**src/rtl/seven_segment_serial_display.sv**
```systemverilog
// Serial-loaded, double-buffered, time-multiplexed 7-segment display driver.
// A 3-wire serial link (clock, data, latch) fills a shift register; a latch
// with the exact frame length commits it to the display buffer, which a
// BLANK/DRIVE scan sequencer then multiplexes onto shared digit/segment pins.
`timescale 1ns/1ps
module seven_segment_serial_display #(
  parameter int DIGITS = 4,
  parameter int SEGMENTS = 8,
  parameter int SCAN_TICKS = 25000,
  parameter int BLANK_TICKS = 100,
  parameter int SYNC_STAGES = 2,
  parameter int DIGIT_ACTIVE_LOW = 1,
  parameter int SEGMENT_ACTIVE_LOW = 0,
  parameter logic [SEGMENTS-1:0] RESET_PATTERN = 8'b0100_0000
) (
  input  logic                clock,
  input  logic                reset,
  input  logic                serialClockIn,
  input  logic                serialDataIn,
  input  logic                serialLatchIn,
  input  logic                displayEnable,
  output logic                serialClockLedOut,
  output logic                frameValid,
  output logic                frameError,
  output logic [DIGITS-1:0]   digitalOutputPins,
  output logic [SEGMENTS-1:0] segmentOutputPins
);

  localparam int W = DIGITS * SEGMENTS;
  localparam int CW = $clog2(W + 2);
  localparam int TMAX = (SCAN_TICKS > BLANK_TICKS) ? SCAN_TICKS : BLANK_TICKS;
  localparam int TW = (TMAX > 1) ? $clog2(TMAX) : 1;
  localparam int DW = (DIGITS > 1) ? $clog2(DIGITS) : 1;

  localparam logic [TW-1:0] SCAN_LAST = TW'(SCAN_TICKS - 1);
  localparam logic [TW-1:0] BLANK_LAST = TW'((BLANK_TICKS > 0) ? BLANK_TICKS - 1 : 0);
  localparam logic [CW-1:0] FRAME_BITS = CW'(W);
  localparam logic [CW-1:0] COUNT_SAT = CW'(W + 1);
  localparam logic [DW-1:0] LAST_DIGIT = DW'(DIGITS - 1);

  localparam logic [DIGITS-1:0] DIGIT_INV = (DIGIT_ACTIVE_LOW != 0) ? {DIGITS{1'b1}} : {DIGITS{1'b0}};
  localparam logic [SEGMENTS-1:0] SEG_INV = (SEGMENT_ACTIVE_LOW != 0) ? {SEGMENTS{1'b1}} : {SEGMENTS{1'b0}};

  localparam logic [0:0] BLANK = 1'b0;
  localparam logic [0:0] DRIVE = 1'b1;

  // Bit 0 = serial clock, bit 1 = data, bit 2 = latch
  logic [2:0] serialPins;
  logic [2:0] syncOut;
  logic [2:0] syncPrev;
  logic [2:0] syncRise;

  logic [W-1:0] shiftReg;
  logic [CW-1:0] bitCount;
  logic [DIGITS-1:0][SEGMENTS-1:0] displayBuffer;

  logic [0:0] state;
  logic [TW-1:0] tickCount;
  logic [DW-1:0] digitIndex;
  logic [DW-1:0] digitIndexNext;
  logic [SEGMENTS-1:0] drivePattern;
  logic [DIGITS-1:0] digitSelect;

  assign serialPins = {serialLatchIn, serialDataIn, serialClockIn};

  genvar gi;
  generate
    for (gi = 0; gi < 3; gi++) begin : gSync
      logic [SYNC_STAGES-1:0] chain;
      // Metastability chain for one asynchronous serial pin
      always_ff @(posedge clock or posedge reset) begin
        if (reset) chain <= '0;
        else       chain <= {chain[SYNC_STAGES-2:0], serialPins[gi]};
      end
      assign syncOut[gi] = chain[SYNC_STAGES-1];
    end

    for (gi = 0; gi < DIGITS; gi++) begin : gSelect
      assign digitSelect[gi] = (digitIndex == DW'(gi));
    end
  endgenerate

  // One extra flop per line for rising-edge detection
  always_ff @(posedge clock or posedge reset) begin
    if (reset) syncPrev <= '0;
    else       syncPrev <= syncOut;
  end

  assign syncRise = syncOut & ~syncPrev;
  assign serialClockLedOut = syncOut[0];

  // Frame assembly and commit; a latch wins over a coincident shift clock
  always_ff @(posedge clock or posedge reset) begin
    if (reset) begin
      shiftReg <= '0;
      bitCount <= '0;
      displayBuffer <= {DIGITS{RESET_PATTERN}};
      frameValid <= 1'b0;
      frameError <= 1'b0;
    end else begin
      frameValid <= 1'b0;
      frameError <= 1'b0;
      if (syncRise[2]) begin
        if (bitCount == FRAME_BITS) begin
          displayBuffer <= shiftReg;
          frameValid <= 1'b1;
        end else begin
          frameError <= 1'b1;
        end
        bitCount <= '0;
      end else if (syncRise[0]) begin
        shiftReg <= W'({shiftReg, syncOut[1]});
        if (bitCount != COUNT_SAT) bitCount <= bitCount + CW'(1);
      end
    end
  end

  assign digitIndexNext = (digitIndex == LAST_DIGIT) ? '0 : digitIndex + DW'(1);

  // Scan sequencer: BLANK dead time, then DRIVE one digit, then next digit
  always_ff @(posedge clock or posedge reset) begin
    if (reset) begin
      state <= BLANK;
      tickCount <= '0;
      digitIndex <= '0;
      drivePattern <= '0;
    end else begin
      case (state)
        BLANK: begin
          if (BLANK_TICKS == 0 || tickCount == BLANK_LAST) begin
            state <= DRIVE;
            tickCount <= '0;
            drivePattern <= displayBuffer[digitIndex];
          end else begin
            tickCount <= tickCount + TW'(1);
          end
        end
        default: begin
          if (tickCount == SCAN_LAST) begin
            tickCount <= '0;
            digitIndex <= digitIndexNext;
            if (BLANK_TICKS == 0) drivePattern <= displayBuffer[digitIndexNext];
            else                  state <= BLANK;
          end else begin
            tickCount <= tickCount + TW'(1);
          end
        end
      endcase
    end
  end

  // Registered pin drivers; inactive outside DRIVE or when display is disabled
  always_ff @(posedge clock or posedge reset) begin
    if (reset) begin
      digitalOutputPins <= DIGIT_INV;
      segmentOutputPins <= SEG_INV;
    end else if (state == DRIVE && displayEnable) begin
      digitalOutputPins <= digitSelect ^ DIGIT_INV;
      segmentOutputPins <= drivePattern ^ SEG_INV;
    end else begin
      digitalOutputPins <= DIGIT_INV;
      segmentOutputPins <= SEG_INV;
    end
  end

endmodule

```
**config.mk**
```make
export PLATFORM = sky130hd
export DESIGN_NAME = seven_segment_serial_display
export DESIGN_NICKNAME = d
export VERILOG_FILES = /design/src/rtl/seven_segment_serial_display.sv
export SDC_FILE = /design/constraint.sdc
export NUM_CORES = 1
export LEC_CHECK = 0
export ABC_AREA = 1
export CAP_MARGIN = 10
export CORE_MARGIN = 4
export CORE_UTILIZATION = 25
export CTS_BUF_LIST = sky130_fd_sc_hd__clkbuf_2 sky130_fd_sc_hd__clkbuf_4 sky130_fd_sc_hd__clkbuf_8
export DETAILED_ROUTE_END_ITERATION = 7
export MAX_ROUTING_LAYER = met4
export PLACE_DENSITY = 0.45
export SLEW_MARGIN = 20
export SYNTH_ARGS = -nofsm -noshare
export SYNTH_HDL_FRONTEND = slang
export SYNTH_SLANG_ARGS = --single-unit
```
**constraint.sdc**
```tcl
create_clock -name clock -period 8.57 [get_ports clock]
set_input_delay 0.857 -clock clock [delete_from_list [all_inputs] [get_ports clock]]
set_output_delay 0.857 -clock clock [all_outputs]
set_load 0.1 [all_outputs]
```
### After elaboration in Yosys (flattened, before gate mapping)

Index checks and enable logic that the tools add are counted.

| word-level totals | value |
|---|---|
| bits in registers | 119 |
| input bits | 6 |
| output and inout bits | 15 |
| logic and storage cells | 61 |

| operators by class | value |
|---|---|
| $add $sub $neg | 3 |
| magnitude comparators | 1 |
| equality and inequality tests | 7 |
| muxes and demuxes | 18 |
| bitwise gates (word level) | 5 |
| reduce and logical (&&, ||, !) cells | 9 |

Operators by type and width:

| operator | count |
|---|---|
| $mux 15 | 3 |
| $mux 6 | 3 |
| $bmux 8 s2 | 1 |
| $mux 8 | 2 |
| $add 15x1->15 const B | 1 |
| $eq 15x15->1 const B | 1 |
| $eq 15x7->1 const B | 1 |
| $reduce_and 2->1 | 5 |
| $mux 1 | 7 |
| $add 6x1->6 const B | 1 |
| $eq 6x6->1 const B | 1 |
| $ne 6x6->1 const B | 1 |
| $eq 2x2->1 const B | 2 |
| $mux 4 | 1 |
| $not 4->4 | 1 |
| $reduce_bool 2->1 | 2 |
| $and 3x3->3 | 1 |
| $lt 2x3->1 const B | 1 |
| $not 3->3 | 1 |
| $add 2x1->2 const B | 1 |
| $eq 2x1->1 const B | 1 |
| $logic_not 2->1 | 1 |
| $mux 2 | 1 |
| $not 1->1 | 2 |
| $logic_and 1x1->1 | 1 |

### Depth between registers and ports, before layout

| logic depth | value |
|---|---|
| depth in word-level cells | 4 |
| depth in mapped cells | 8 |
| depth with buffers taken out | 8 |

### Worst setup path after synthesis

OpenSTA, ideal clock, no wires.

| timing | value |
|---|---|
| path kind | flip-flop to flip-flop |
| from | register gSync[0].chain[1] |
| to | register shiftReg[10] |
| library setup time | 126 ps |
| data arrival time | 1664 ps |
| required time | 8444 ps |
| path slack | 6780 ps |
| stages on the path, launching flop included | 7 |
| path buffers | 1 |
| period minus slack after synthesis | 1790 ps |
| cells stage by stage | dfrtp_1 -> inv_1 -> nor2_2 -> nand2_2 -> buf_4 -> nand2_1 -> o21ai_0 |

| between the ends | value |
|---|---|
| word-level cells in the longest chain between the ends | 2 |

Ends and longest elaborated chain:

| item | line | text |
|---|---|---|
| start, declared | 69 | `logic [SYNC_STAGES-1:0] chain;` |
| start signal, assigned | 73 | `else chain <= {chain[SYNC_STAGES-2:0], serialPins[gi]};` |
| $and 3x3->3 | 89 | `assign syncRise = syncOut & ~syncPrev;` |
| $reduce_and 2->1 (no source line) | n/a |  |
| end signal, assigned | 112 | `shiftReg <= W'({shiftReg, syncOut[1]});` |
| end, declared | 53 | `logic [W-1:0] shiftReg;` |

Every way passes these cells.
A chain may end at the register's enable or synchronous reset.

### Final worst setup path

| timing | value |
|---|---|
| from | register digitalOutputPins[2] |
| to | output digitalOutputPins[2] |

RTL lines:

| item | line | text |
|---|---|---|
| start, declared | 25 | `output logic [DIGITS-1:0] digitalOutputPins,` |
| start signal, assigned | 158 | `digitalOutputPins <= digitSelect ^ DIGIT_INV;` |

No word-level cell between the ends.

==> impl_metrics.py <==
metrics = {
    "status": {
        "outcome": "completed",
    },
    "floorplanning": {
        "ioPinCount": 21,
        "rows": 53,
        "die_x_um": 154,
        "dieArea_sq_um": 23600,
        "die_h_um": 154,
        "core_sq_um": 21000,
        "start_util": 0.253,
    },
    "clock_tree": {
        "cts.reportedPaths.clkPinSlew_ns": 0.07,
        "hold_buffers": 0,
        "cts.sinks": 118,
        "htree_levels": 4,
        "cts_tree": "done",
        "insertion_delay_ns": 0.43,
        "cts_root_buf": "clkbuf_8",
        "cts_setup_buffers": 0,
        "cts_buffer_depth": 2,
        "cts_buffers": 17,
        "cts_resized": 0,
    },
    "drt": {
        "ant_nets": 0,
        "highest_layer": "met4",
        "drt_iter0_markers": 216,
        "drtPass1Iterations": 5,
        "wl_met1_um": 5020,
        "met2_length_um": 4580,
        "drt-wirelength-per-cell_um": 11.4,
        "vias": 3675,
        "drt-total-wl_um": 10200,
        "viasPerCell": 4.12,
        "wl_met3_um": 401,
        "drc": 0,
    },
    "logic_synthesis": {
        "postSynthAreaPerCell_sq_um": 9.13,
        "netlist.area_leader.share": 0.519,
        "synthesis.nets": 595,
        "synth_seq_area_share": 0.558,
        "synth_edf_count": 0,
        "yosysTopAreaCell": "dfrtp_1",
        "ys_top_cells_by_count": "nand2_1 (120), dfrtp_1 (110), nor2_1 (88), inv_1 (63), o21ai_0 (42)",
        "syn-cell-area_sq_um": 5310,
        "syn_inst": 581,
        "synth_cell_types": 32,
        "ys_warn_count": 0,
        "ys_seq_elements": 118,
        "ys_async_sr_fraction": 1.00,
        "yosysMostFrequentCell": "nand2_1",
        "ys.flop_type": "dfrtp_1",
        "synth_area_leaders": "dfrtp_1 (52%), nand2_1 (8.5%), nor2_1 (6.2%)",
    },
    "worst_hold_path": {
        "hold_class": "reg2reg",
        "whs_path_depth": 0,
    },
    "setup_path": {
        "crit_required_ns": 7.71,
        "start_kind": "flop",
        "criticalPathCategory": "reg2out",
        "critPathBufInv": 1,
        "crit_family": "buffers and inverters",
        "worstRegToRegCells": 7,
        "path_depth": 1,
        "worstPathCellList": "clkdlybuf4s50_1",
        "critPathCaptureType": "output port",
        "slowest_stage": "clkdlybuf4s50_1",
        "cp.arrival_ns": 2.07,
        "critPathMaxFanout": 1,
        "slowest_delay_ns": 1.12,
    },
    "power_and_ir_drop": {
        "powerDensity_nw_per_um2": 209,
        "power_frac_clock": 0.493,
        "switchingPower_uw": 283,
        "p_sw_frac": 0.217,
        "internal_power_uw": 1020,
        "seqPwrFrac": 0.456,
        "max-vdd-ir-drop_mv": 0.0700,
        "total_power_uw": 1300,
        "leakage_uw": 0.00285,
        "combPwrFrac": 0.051,
    },
    "global_routing": {
        "first_global_vias": 3704,
        "grt_first_pass_wirelength_um": 18200,
        "grtUsageTotal": 0.0975,
        "grt_overflow_total": 0,
        "grt_max_degree": 76,
        "antenna_found_initial": 0,
    },
    "layout": {
        "syn_to_final_growth_pct": 17.5,
        "design_area_sq_um": 6230,
        "nets": 618,
        "antenna-diode-count": 0,
        "fin_util": 0.298,
        "drive_gt1_frac": 0.188,
    },
    "sta": {
        "fin_setup_tns_ns": 0,
        "slew_violations": 0,
        "finalCritPeriodShare": 0.341,
        "slew_headroom": 0.354,
        "worst_pin_slew_ns": 0.966,
        "fin_skew_ns": 0.00708,
        "grt_setup_unrepaired": "no",
        "hold_violations": 0,
        "setup_viol": 0,
        "post-route-min-period_ns": 2.93,
        "fmax_ghz": 0.342,
    },
    "placement": {
        "io_buffers": 20,
        "placed_cell_area_sq_um": 5720,
        "hpwl_um": 6760,
        "place.gp.congestion": 0.809,
    },
    "flow_run": {
        "max-cap-violations": 0,
    },
}
## power groups by stage
stage	logic (uW)	clock network, uW	registers [uW]
floorplan	49.8	0	604
global placement	66.8	0	604
detailed placement	68.9	0	604
CTS	69.0	661	594
global route	79.8	692	597
finish	66.7	642	594
## stage by stage
step | hold slack (ns) | cells | setup slack, ns
after floorplan | 0.331 | 581 | 4.60
after global placement | 0.335 | 860 | 5.82
after detailed placement | 0.337 | 860 | 5.80
after CTS | 0.351 | 892 | 5.60
after global routing | 0.360 | 892 | 5.57
final | 0.350 | 892 | 5.64
## flip-flops by register name, summed over array words and instances (netlist names)
name	count
segmentOutputPins	8
displayBuffer	32
shiftReg	32
frameError	1
frameValid	1
drivePattern	8
digitalOutputPins	4
digitIndex	2
syncPrev	2
tickCount	15
state	1
bitCount	6
gSync.chain	6
## layer usage
metal	track usage	vias to the layer above
li1	-	1844
met1	0.127	1763
met2	0.144	54
met3	0.0281	14
met4	0.0383	0
met5	-	-
## layout make-up
cell class,count,area [sq um]
clock buffer,24,318
clock inverter,8,190
fill,2246,14700
inverter,72,273
multi-input combinational,374,1940
sequential,118,2960
tap,275,344
timing repair buffer,21,208
## cell usage in the layout (no fill, tap or decap)
cell and count:
a21o_1 1, a21oi_1 1, a21oi_4 1, a31oi_1 1
and3_4 1, buf_4 1, bufinv_16 6, clkbuf_4 2
clkbuf_8 22, clkdlybuf4s50_1 20, clkinv_1 2, clkinv_2 2
dfrtp_1 110, dfstp_2 8, ha_1 8, inv_1 62
inv_2 7, inv_4 1, nand2_1 120, nand2_2 5
nand2_4 2, nand3_1 17, nand3_2 1, nand3b_1 1
nand4_1 2, nor2_1 88, nor2_2 23, nor2_4 3
nor2_8 1, nor3_1 1, nor3_2 1, o21ai_0 42
o21ai_1 14, o21ai_2 29, xnor2_1 1, xor2_1 10
## final timing paths
| check | startpoint | slack, ns | end |
|---|---|---|---|
| min in group asynchronous | reset | 0.84 | tickCount[10]$_DFF_PP0_ |
| worst min-delay path | gSync[1].chain[0]$_DFF_PP0_ | 0.35 | gSync[1].chain[1]$_DFF_PP0_ |
| worst max register to register | bitCount[0]$_DFFE_PP0P_ | 6.68 | displayBuffer[31]$_DFFE_PP0P_ |
| worst min register to register | gSync[1].chain[0]$_DFF_PP0_ | 0.35 | gSync[1].chain[1]$_DFF_PP0_ |
| worst max-delay path | digitalOutputPins[2]$_DFF_PP1_ | 5.64 | digitalOutputPins[2] |
| max in group asynchronous | reset | 6.37 | shiftReg[31]$_DFFE_PP0P_ |
## cells by family after synthesis
logic type               count (synthesis)  synth area share
AND/OR/NAND/NOR                        266             0.220
adder cells (fa/ha/maj)                  8            0.0189
XOR/XNOR                                11            0.0182
AO/OA/AOI/OAI                           89             0.107
flip-flops                             118             0.558
buffers and inverters                   89            0.0771
(Power assumes the default switching activity.)
